`src/rtl/register_file_mp.sv`:
```
// rtl/register_file_mp.sv - parametrised multi-port register bank with sequenced clear
//
// Purpose:
//   Register bank for the decode stage. It has two write ports: port 0 carries write-back
//   and port 1 carries load return, and port 1 wins when both ports target the same entry.
//   It has NREAD combinational read ports with same-cycle write bypass. An optional
//   hardwired zero register is selected by ZERO_REG. After reset a clear engine zeroes one
//   entry per cycle, and `ready` rises once every entry has been cleared.
//
// Ports:
//   clock          in   system clock, rising edge
//   reset          in   synchronous active-high reset; restarts the clear sequence
//   ready          out  clear sequence complete; bank accepts writes, reads are live
//   regWrite0      in   write enable, port 0
//   writeRegister0 in   write index, port 0
//   writeData0     in   write data, port 0
//   regWrite1      in   write enable, port 1 (priority)
//   writeRegister1 in   write index, port 1
//   writeData1     in   write data, port 1
//   readRegister   in   packed read indices, port k at [k*ADDR_W +: ADDR_W]
//   readData       out  packed read data, port k at [k*DATA_W +: DATA_W]

module register_file_mp #(
  parameter int DATA_W   = 32,
  parameter int ADDR_W   = 5,
  parameter int NREAD    = 2,
  parameter int ZERO_REG = 1
) (
  input  logic                    clock,
  input  logic                    reset,
  output logic                    ready,
  input  logic                    regWrite0,
  input  logic [ADDR_W-1:0]       writeRegister0,
  input  logic [DATA_W-1:0]       writeData0,
  input  logic                    regWrite1,
  input  logic [ADDR_W-1:0]       writeRegister1,
  input  logic [DATA_W-1:0]       writeData1,
  input  logic [NREAD*ADDR_W-1:0] readRegister,
  output logic [NREAD*DATA_W-1:0] readData
);

  localparam int DEPTH = 2 ** ADDR_W;
  localparam logic [ADDR_W-1:0] LAST_IDX = ADDR_W'(DEPTH - 1);

  typedef enum logic {
    S_CLEAR = 1'b0,
    S_RUN   = 1'b1
  } state_t;

  state_t             state_q, state_d;
  logic [ADDR_W-1:0]  clr_ptr_q, clr_ptr_d;
  logic               ready_q, ready_d;
  logic [DATA_W-1:0]  mem_q [DEPTH];

  logic               zero_reg_en;
  logic               we0, we1;

  assign zero_reg_en = (ZERO_REG != 0);
  assign ready       = ready_q;

  // Index-0 writes are dropped here, so entry 0 stays at its cleared value when it is hardwired.
  assign we0 = ready_q && !reset && regWrite0 &&
               !(zero_reg_en && (writeRegister0 == '0));
  assign we1 = ready_q && !reset && regWrite1 &&
               !(zero_reg_en && (writeRegister1 == '0));

  always_ff @(posedge clock) begin
    if (reset) begin
      state_q   <= S_CLEAR;
      clr_ptr_q <= '0;
      ready_q   <= 1'b0;
    end else begin
      state_q   <= state_d;
      clr_ptr_q <= clr_ptr_d;
      ready_q   <= ready_d;
    end
  end

  always_comb begin
    state_d   = state_q;
    clr_ptr_d = clr_ptr_q;
    ready_d   = ready_q;
    case (state_q)
      S_CLEAR: begin
        if (clr_ptr_q == LAST_IDX) begin
          // Pointer holds at the last index rather than wrapping.
          state_d = S_RUN;
          ready_d = 1'b1;
        end else begin
          clr_ptr_d = clr_ptr_q + ADDR_W'(1);
        end
      end
      S_RUN: begin
        ready_d = 1'b1;
      end
      default: begin
        state_d = S_CLEAR;
      end
    endcase
  end

  // Storage has no reset of its own. The cycle in which reset is asserted leaves it untouched.
  // Port 1 is assigned after port 0, so port 1's value is the one kept when both ports hit the
  // same entry.
  always_ff @(posedge clock) begin
    if (!reset) begin
      if (state_q == S_CLEAR) begin
        mem_q[clr_ptr_q] <= '0;
      end else begin
        if (we0) mem_q[writeRegister0] <= writeData0;
        if (we1) mem_q[writeRegister1] <= writeData1;
      end
    end
  end

  logic [ADDR_W-1:0] rd_idx;

  always_comb begin
    readData = '0;
    rd_idx   = '0;
    for (int k = 0; k < NREAD; k++) begin
      rd_idx = readRegister[k*ADDR_W +: ADDR_W];
      if (!ready_q) begin
        readData[k*DATA_W +: DATA_W] = '0;
      end else if (zero_reg_en && (rd_idx == '0)) begin
        readData[k*DATA_W +: DATA_W] = '0;
      end else if (regWrite1 && (writeRegister1 == rd_idx)) begin
        readData[k*DATA_W +: DATA_W] = writeData1;
      end else if (regWrite0 && (writeRegister0 == rd_idx)) begin
        readData[k*DATA_W +: DATA_W] = writeData0;
      end else begin
        readData[k*DATA_W +: DATA_W] = mem_q[rd_idx];
      end
    end
  end

endmodule

```
`config.mk`:
```
export PLATFORM = sky130hd
export DESIGN_NAME = register_file_mp
export DESIGN_NICKNAME = d
export VERILOG_FILES = /design/src/rtl/register_file_mp.sv
export SDC_FILE = /design/constraint.sdc
export NUM_CORES = 2
export LEC_CHECK = 0
export BUFFER_PORTS_ARGS = -buffer_cell sky130_fd_sc_hd__buf_4
export CORE_MARGIN = 2
export CORE_UTILIZATION = 24
export CTS_CLUSTER_DIAMETER = 80
export CTS_CLUSTER_SIZE = 10
export DETAILED_ROUTE_END_ITERATION = 6
export SYNTH_ARGS = -nofsm -noshare
export SYNTH_HDL_FRONTEND = slang
export SYNTH_SLANG_ARGS = --single-unit
```
`constraint.sdc`:
```
create_clock -name clock -period 12.2 [get_ports clock]
set_input_delay 1.22 -clock clock [delete_from_list [all_inputs] [get_ports clock]]
set_output_delay 1.22 -clock clock [all_outputs]
set_load 0.05 [all_outputs]
```
==> flow_summary.toml <==
[placement]
gp_congestion = 0.8261
numPortBuffers = 152
dp.cells = 8025
placed_cell_area_mm2 = 0.06440
dpl.hpwl_um = 134000

[timing]
setup_viol = 0
max_slew_margin_pct = 5.171
rsz0062_at_grt = "false"
fin_setup_tns_ps = 0
hold_viol = 0
finClkSkew_ps = 42.09
worst_slew_pin_slew_ps = 1422
period_share_pct = 52.67
slew_viol_final = 0
fmax_ghz = 0.1556
min_period_ps = 6426
holdWs_ps = 532.0

[cts]
cts_setup_buffers = 0
cts_root_buf = "clkbuf_16"
clock_sinks = 1031
cts_hold_buf = 0
ctsResizeCount = 0
numCtsBuffers = 113
htreeDepth = 3
clk_pin_slew_worst_paths_ps = 60
cts_tree = "yes"
clk_path_buf_depth = 3
clk_latency_ps = 750

[logic_synthesis]
synth_top_area_share_pct = 50.81
ys_ff_latch = 1031
synth_edf_count = 1024
synth_nets = 5139
synth_top_area_cell = "edfxtp_1"
syn_avg_cell_area_um2 = 11.99
yosys-top-cells-area = "edfxtp_1 (51%), mux4_2 (20%), o21ai_0 (8.1%)"
yosysSeqAreaShare_pct = 51.05
async_flop_share_pct = 0
yosys_warnings = 0
synthesis.area_mm2 = 0.06051
syn-instance-count = 5049
ys_types = 55
synthFlopType = "edfxtp_1"

[floorplan]
die_area_mm2 = 0.2562
core-area_mm2 = 0.2509
start_util_pct = 24.11
rows = 184
die_x_um = 506.1
io_pins = 153
die_h_um = 506.1

[worst_setup_path]
criticalPathCategory = "in -> out"
cp_data_arrival_time_ps = 5210
reg2reg_depth = 5
cp_max_fo = 52
start_kind = "input port"
cp-end-kind = "primary output"
cp.required_ps = 10980

[route]
drc = 1
wl_um = 223900
postRouteAntennaNets = 0
wl_per_cell_um = 27.43
avgViaCountPerCell = 5.389
initialDrtViolationCount = 6599
vias = 43980
dr.pass1.iters = 7

[worst_hold_path]
min_path_type = "reg -> reg"
hold_depth = 2

[global_route]
grt_max_degree = 102
grt_pass1_wl_um = 314700
grt_pass1_vias = 42660
grt_overflow = 0
grt.total_usage_pct = 16.97
antenna_found_initial = 29

[final_layout]
nets = 4882
instances_no_fill = 8161
area_delta_synth_final_pct = 11.35
nFillCells = 25720
drive_gt1_share_pct = 23.39
finish.instance_area_mm2 = 0.06738

[pwr]
p_total_mw = 7.535
vdd_drop_max_mv = 0.1085
powerDensity_mw_per_mm2 = 111.8
leakagePower_nw = 18.86

[outcome]
violations = "design-rule violations"
status = "complete, but fails checks"

[run]
maxCapViolations = 0
where the power goes:
part | switching (mW) | total, mW | internal, mW
Combinational | 0.362 | 0.582 | 0.220
Clock | 1.44 | 3.08 | 1.64
Sequential | 0.0122 | 3.88 | 3.86
Total | 1.81 | 7.53 | 5.72
kinds of logic after synthesis:
family | share of synthesized area [%]
and+or+nand+nor | 8.761
AOI/OAI and AO/OA | 11.27
DFF | 51.05
muxes | 23.11
buffers and inverters | 5.432
xor gates and xnor gates | 0.3329
adders and majority gates | 0.04135
cells in the final DEF, fill, tap and decap left out, types with 10 or more instances in the layout:
master / n
nor2_1: 170
mux2i_1: 71
xnor2_1: 13
buf_4: 254
nand2_1: 1090
a211oi_1: 31
mux2_2: 93
o21ai_0: 979
xor2_1: 10
a21oi_1: 33
nand2_2: 16
o221ai_1: 31
o32ai_1: 31
edfxtp_1: 1024
inv_1: 66
o22ai_4: 31
o21ai_1: 19
nor2_4: 32
clkbuf_16: 113
o31ai_1: 32
o41ai_1: 29
clkbuf_1: 13
mux4_2: 543
worst max-delay path, cell delays in order:
cell	delay, ps
buf_8	470
buf_4	650
buf_4	870
mux4_2	380
mux4_2	230
nor2_1	70
o41ai_1	900
buf_4	340
metrics by stage:
stage / worst slack, ps / util [%]
after detailed placement: 5726 / 25.66
final: 5774 / 26.85
after global placement: 5718 / 25.66
after global routing: 5568 / 26.85
after floorplan: 6960 / -
after CTS: 5713 / 26.85
cells in the mapped netlist, types with 3 or more instances:
master	n
o21ai_0	979
xnor2_1	13
edfxtp_1	1024
o41ai_2	3
nand4_1	3
o32ai_1	31
nand3b_1	5
a21oi_1	34
a211oi_1	31
nor2_2	20
mux4_2	543
nand2_1	1090
xor2_1	10
o22ai_1	32
nand3_2	3
and4b_1	3
clkbuf_2	85
o41ai_1	30
nand2_2	16
nor3_1	4
buf_1	7
nor4_1	3
o21ai_1	21
buf_2	193
or2_2	3
mux2_2	93
mux2i_1	71
inv_1	66
o31ai_1	32
clkbuf_1	293
nand2b_1	5
dfxtp_1	7
buf_6	27
nor2_1	182
o221ai_1	31
buf_4	29
sequential cells by signal (all words and copies together), names as in the netlist:
| name | count |
|---|---|
| mem_q | 1024 |
| state_q | 1 |
| clr_ptr_q | 5 |
| ready | 1 |
area by class of cell:
type	count	area, um2	share of cell area, %
clock buffer	126	2877	4.269
timing repair buffer	262	2027	3.008
inverter	66	247.7	0.3677
antenna	3	7.507	0.01114
sequential	1031	30890	45.84
tap	3348	4189	6.217
clock inverter	7	95.09	0.1411
multi-input combinational	3318	27050	40.14
metal layers:
metal	GRT usage, %	share of wire, %	up-vias	wire [um]
met5	0	0.031	-	70
met4	7.231	4.7	10	10610
met3	5.063	13	586	28610
met2	27.11	46	3029	103400
met1	21.29	36	21900	81200
li1	-	-	18460	-
path summary, 6_finish.rpt:
path | start | to | slack (ps)
worst max-delay path | readRegister[0] | readData[20] | 5770
worst min-delay path | clr_ptr_q[4] | clr_ptr_q[4] | 530
worst max register to register | state_q | mem_q[24][21] | 7800
worst min register to register | clr_ptr_q[4] | clr_ptr_q[4] | 530
Note: power is estimated with default switching activity, not from simulation.
